[src/rtl/divider_32_seq.sv]
// Multi-cycle signed divider: radix-2 restoring, one quotient bit per clock.
// Z packs {remainder, quotient} to match the HI/LO mult/div convention.
module divider_32_seq #(
  parameter int unsigned WIDTH = 32
) (
  input  logic                 clk,
  input  logic                 rst_n,
  input  logic                 start,
  input  logic [WIDTH-1:0]     A,
  input  logic [WIDTH-1:0]     B,
  output logic                 busy,
  output logic                 done,
  output logic                 div_by_zero,
  output logic [WIDTH-1:0]     Q,
  output logic [WIDTH-1:0]     R,
  output logic [2*WIDTH-1:0]   Z
);

  localparam int unsigned CW = $clog2(WIDTH) + 1;

  typedef enum logic [1:0] {
    S_IDLE,
    S_DIVIDE,
    S_FIX,
    S_DONE
  } state_t;

  state_t           r_state;
  state_t           w_next;

  logic             r_sign_a;
  logic             r_sign_q;
  logic             r_dz;
  logic [WIDTH:0]   r_mag_b;
  logic [WIDTH:0]   r_rem;
  logic [WIDTH-1:0] r_quo;
  logic [CW-1:0]    r_cnt;

  logic [WIDTH-1:0] w_mag_a;
  logic [WIDTH:0]   w_mag_b;
  logic [WIDTH:0]   w_rem_sh;
  logic [WIDTH+1:0] w_trial;
  logic             w_b_zero;

  // |A| fits WIDTH unsigned bits even for the most negative value
  assign w_mag_a  = A[WIDTH-1] ? (~A + 1'b1) : A;
  assign w_mag_b  = B[WIDTH-1] ? {1'b0, ~B + 1'b1} : {1'b0, B};
  assign w_b_zero = (B == '0);

  assign w_rem_sh = {r_rem[WIDTH-1:0], r_quo[WIDTH-1]};
  assign w_trial  = {1'b0, w_rem_sh} - {1'b0, r_mag_b};

  assign Z = {R, Q};

  always_ff @(posedge clk or negedge rst_n) begin
    if (!rst_n) r_state <= S_IDLE;
    else        r_state <= w_next;
  end

  always_comb begin
    w_next = r_state;
    case (r_state)
      S_IDLE:   if (start) w_next = w_b_zero ? S_DONE : S_DIVIDE;
      S_DIVIDE: if (r_cnt == CW'(1)) w_next = S_FIX;
      S_FIX:    w_next = S_DONE;
      S_DONE:   w_next = S_IDLE;
      default:  w_next = S_IDLE;
    endcase
  end

  always_ff @(posedge clk or negedge rst_n) begin
    if (!rst_n) begin
      r_sign_a    <= 1'b0;
      r_sign_q    <= 1'b0;
      r_dz        <= 1'b0;
      r_mag_b     <= '0;
      r_rem       <= '0;
      r_quo       <= '0;
      r_cnt       <= '0;
      busy        <= 1'b0;
      done        <= 1'b0;
      div_by_zero <= 1'b0;
      Q           <= '0;
      R           <= '0;
    end else begin
      done <= 1'b0;
      case (r_state)
        S_IDLE: begin
          if (start) begin
            r_sign_a    <= A[WIDTH-1];
            r_sign_q    <= A[WIDTH-1] ^ B[WIDTH-1];
            r_dz        <= w_b_zero;
            r_mag_b     <= w_mag_b;
            r_quo       <= w_mag_a;
            r_rem       <= '0;
            r_cnt       <= CW'(WIDTH);
            busy        <= 1'b1;
            div_by_zero <= 1'b0;
          end
        end
        S_DIVIDE: begin
          // trial result negative -> restore the shifted remainder
          if (w_trial[WIDTH+1]) begin
            r_rem <= w_rem_sh;
            r_quo <= {r_quo[WIDTH-2:0], 1'b0};
          end else begin
            r_rem <= w_trial[WIDTH:0];
            r_quo <= {r_quo[WIDTH-2:0], 1'b1};
          end
          r_cnt <= r_cnt - 1'b1;
        end
        S_FIX: begin
          Q <= r_sign_q ? (~r_quo + 1'b1) : r_quo;
          R <= r_sign_a ? WIDTH'(~r_rem + 1'b1) : WIDTH'(r_rem);
        end
        S_DONE: begin
          busy <= 1'b0;
          done <= 1'b1;
          // divide by zero skips the datapath; r_quo still holds |A|
          if (r_dz) begin
            Q           <= '1;
            R           <= r_sign_a ? (~r_quo + 1'b1) : r_quo;
            div_by_zero <= 1'b1;
          end
        end
        default: ;
      endcase
    end
  end

endmodule
[config.mk]
export PLATFORM = sky130hd
export DESIGN_NAME = divider_32_seq
export DESIGN_NICKNAME = d
export VERILOG_FILES = /design/src/rtl/divider_32_seq.sv
export SDC_FILE = /design/constraint.sdc
export NUM_CORES = 1
export LEC_CHECK = 0
export BUFFER_PORTS_ARGS = -buffer_cell sky130_fd_sc_hd__buf_2
export CAP_MARGIN = 20
export CORE_AREA = 4 4 165 167
export DETAILED_ROUTE_END_ITERATION = 16
export DIE_AREA = 0 0 169 171
export PLACE_DENSITY = 0.7
export SYNTH_ARGS = -nofsm -noshare
export SYNTH_HDL_FRONTEND = slang
export SYNTH_SLANG_ARGS = --single-unit
[constraint.sdc]
create_clock -name clk -period 8 [get_ports clk]
set_input_delay 1.2 -clock clk [delete_from_list [all_inputs] [get_ports clk]]
set_output_delay 1.2 -clock clk [all_outputs]
set_load 0.02 [all_outputs]
* Word level (Yosys, flattened, before mapping)
Index checks and enable logic that the tools add are counted.
Operators by class: mux-type cells 27, reductions and logical operators 11, add/subtract/negate cells 6, bitwise gates (word level) 5, eq/ne operators 7
Operators by type and width (number):
- two-way mux 32 bit | 10
- case mux 32 bit (2 select lines) | 4
- adder 32 x 1 -> 32 bit (second input constant) | 4
- inverter 32 bit | 4
- subtractor 33 x 33 -> 34 bit | 1
- zero test 32 bit | 1
- case mux 6 bit (2 select lines) | 1
- AND reduction 2 bit | 5
- case mux 2 bit (4 select lines) | 1
- == test 6 x 1 -> 1 bit (second input constant) | 1
- two-way mux 2 bit | 3
- two-way mux 6 bit | 1
- != test 2 bit (second input constant) | 3
- nonzero test 2 bit | 3
- subtractor 6 x 1 -> 6 bit (second input constant) | 1
- two-way mux 1 bit | 5
- == test 2 bit (second input constant) | 2
- case mux 1 bit (2 select lines) | 2
- AND reduction 3 bit | 1
- == test 2 x 1 -> 1 bit (second input constant) | 1
- zero test 2 bit | 1
- XOR 1 bit | 1
Storage, ports and cells: register bits 175, output and inout port bits 131, input bits 67, logic and storage cells 69

* Logic depth before layout (Yosys ltp)
depth in word-level cells 5, gate-level depth with buffers 13, mapped depth without buffers 13

* Worst setup path after synthesis
No wires, ideal clock.
kind input to register, from in B[3], to reg r_mag_b[30], stages 9, arrival time 4.209 ns, setup slack 3.660 ns, path buffers 0, cell sequence or4_4 -> or4_1 -> or4_1 -> or2_1 -> or3_4 -> or4_4 -> o41ai_2 -> xor2_1 -> o21ai_1
On the way: longest elaborated chain between the ends 3
Ends and longest elaborated chain:
- start: declaration | RTL line 10 | input logic [WIDTH-1:0] B,
- inverter 32 bit | RTL line 47 | assign w_mag_b = B[WIDTH-1] ? {1'b0, ~B + 1'b1} : {1'b0, B};
- adder 32 x 1 -> 32 bit | RTL line 47
- two-way mux 32 bit | RTL line 47
- end signal: assignment | RTL line 93 | r_mag_b <= w_mag_b;
- end: declaration | RTL line 34 | logic [WIDTH:0] r_mag_b;
No other way between the ends. A chain may end at the register's enable or synchronous reset.

* Final worst setup path
from in B[3], to reg r_mag_b[29]
The elaborated chain is that of the path after synthesis.

==> run summary <==
status -> complete, no violations
core area -> 25800 um2
commonest non-fill, non-tap cell in the layout -> nand2_1
maximum vdd drop -> 0.000298 V
CP Capture Type -> register
setup bufs post-CTS -> 0
Worst-Skew Late Latency -> 0.44 ns
num ports -> 198
Iter 0 DRT Violations -> 941
TritonCTS clock tree -> yes
Area growth syn-to-layout -> 10.5%
syn nets -> 1641
final hold vios -> 0
Avg Inst Size Synth -> 8.13 um2
setup TNS -> 0 ns
clock share of power -> 0.126
Logic pwr share -> 0.603
# port buffers -> 197
antenna violations before repair -> 0
gr ovfl total -> 0
register area -> 4350 um2
initial core utilization -> 0.483
Via Count -> 11000
Cell Rows -> 59
Setup CP Type -> in2reg
Post-synth EDFFs -> 0
WP data arrival -> 4.57 ns
PwrDens -> 482 nW/um2
Vert. Die Dim -> 171 um
Final Max Tran Viols -> 0
clock-pin slew on the worst setup and hold paths -> 0.07 ns
Ant. Diodes -> 0
Ys Warns -> 0
CTS buffer count -> 17
vias in the first global route -> 10300
layout cells sized above 1 -> 0.166
CTS root buffer -> clkbuf_16
multi-input logic area -> 7080 um2
Final Util -> 0.534
top cells by area, synth -> dfrtp_1 (35%), xor2_1 (8.0%), o21ai_0 (7.0%)
RSZ-0062 raised after global routing -> false
Final Cycle Share -> 0.535
filler cell count -> 2436
Final #Nets -> 1716
vias per cell -> 5.62
fraction of the yosys area taken by sequential cells -> 0.350
r2r setup slk -> 4.00 ns
Final Skew -> 0.0147 ns
post-route ant nets -> 0
switching share of total power -> 0.516
HP Class -> reg2reg
internal power -> 3210 uW
H-tree levels -> 4
sequential share of power -> 0.271
CP Launch Type -> input pin
first-pass GRT wire length -> 54200 um
post-CTS resize count -> 0
post-route minimum period -> 4.28 ns
clock sink count -> 174
Pre-Repair DR Iteration Count -> 7
top_reg_cell synth -> dfrtp_1
post-synth top area share -> 0.350
Post-CTS Hold Buffers -> 0
drt total wl -> 33500 um
worst-margin pin slew -> 1.07 ns
# DRC -> 0
gpl congestion -> 0.932
top cell type by total area after synthesis -> dfrtp_1
max_slew headroom -> 0.283
All-Layer GR Usage -> 0.230
leakage -> 0.00629 uW
most frequent cells in the layout -> nand2_1 (203), buf_2 (196), dfrtp_1 (174)
DPL Wire Length -> 24800 um
Routed WL per cell -> 17.2 um
final setup vio count -> 0
die width -> 169 um
worst hold slack -> 0.477 ns
Switch Pwr -> 3420 uW
largest net degree at the start of global routing -> 105
Req. time, crit path -> 8.29 ns
total die area -> 28900 um2
clock buffer depth -> 2
max-cap violations -> 0
count of cell types in the netlist -> 63
asr flop ratio synth -> 1.00
Mapped Cells -> 1531
crit-path max FO -> 5
Synth Cell Area -> 12400 um2
fmax -> 234 MHz
Yosys reg bits -> 174
[synthesized netlist by cell type (4+ instances only)]
cell type  count
xnor2_1       55
nor4_1        10
and3_1         7
clkbuf_1      78
buf_1          8
dfrtp_1      174
mux2i_1       32
inv_1         58
a32oi_1        5
o21bai_1       4
a21o_1        15
a211oi_1       9
xor2_1       114
ha_1          42
o211ai_1       6
nand2b_1      12
o31ai_1       43
o41ai_1       17
or3_1         19
nand4_1        5
nor2_1       123
nor3_1        15
o21a_1         4
buf_4         64
nand2_1      204
a31oi_1        8
a21oi_1      128
nand3_1       15
or2_2          9
or4_1         15
nor2b_1       10
o21ai_0      174
[layer usage]
layer,global-route usage,share of wire,vias to the layer above
li1,-,-,5402
met1,0.322,0.44,5218
met2,0.369,0.47,326
met3,0.0367,0.064,39
met4,0.0665,0.021,0
met5,0,0,-
[area by class of cell]
class                           count  share of cell area
Multi-Input combinational cell   1145               0.515
Sequential cell                   174               0.317
Timing Repair Buffer              209              0.0787
Clock buffer                       17              0.0309
Tap cell                          335              0.0305
Inverter                           59              0.0161
Clock inverter                     15              0.0121
[worst paths after layout]
check | to | startpoint | cells after the start
hold / removal | r_mag_b[15] | r_mag_b[15] | 2
hold reg to reg | r_mag_b[15] | r_mag_b[15] | 2
setup / recovery | r_mag_b[29] | B[3] | 10
min in group asynchronous | R[11] | rst_n | 1
max in group asynchronous | r_mag_b[28] | rst_n | 2
setup reg to reg | r_rem[26] | r_quo[31] | 13
[worst max-delay path, stage by stage]
cell and delay (ns):
buf_2 0.13, or4_4 0.55, or4_1 0.46, or4_1 0.46, or2_2 0.35, or3_1 0.38
or4_1 0.51, o31ai_1 0.27, xor2_1 0.16, o21ai_0 0.09
[metrics by stage]
stage	setup WS, ns	std cells	area [um2]	total power, uW
global placement	3.30	1922	13200	5680
floorplan	3.66	1531	12400	4820
finish	3.72	1954	13700	6620
CTS	3.71	1954	13700	6630
global route	3.58	1954	13700	7200
detailed placement	3.27	1922	13200	5770
[power by group through the flow]
stage                     sequential (uW)  combinational [uW]  clock (uW)
after floorplan                      1770                3050           0
after global routing                 1850                4450         888
after global placement               1780                3900           0
after detailed placement             1810                3970           0
after CTS                            1790                3990         851
final                                1790                4000         836
[cell families after synthesis]
family | after synthesis | share of synthesized area
simple gates | 458 | 0.165
compound gates | 441 | 0.210
buf+inv | 212 | 0.0835
flops | 174 | 0.350
xor+xnor | 169 | 0.119
fa+ha+maj | 43 | 0.0438
mux | 34 | 0.0284
[registers in the layout, summed over array words and instances, names as in the netlist]
name / count
r_dz: 1
r_quo: 32
r_rem: 32
r_mag_b: 32
Q: 32
div_by_zero: 1
r_state: 2
R: 32
r_sign_a: 1
done: 1
r_cnt: 6
r_sign_q: 1
busy: 1
Note: power is estimated with default switching activity, not from simulation.
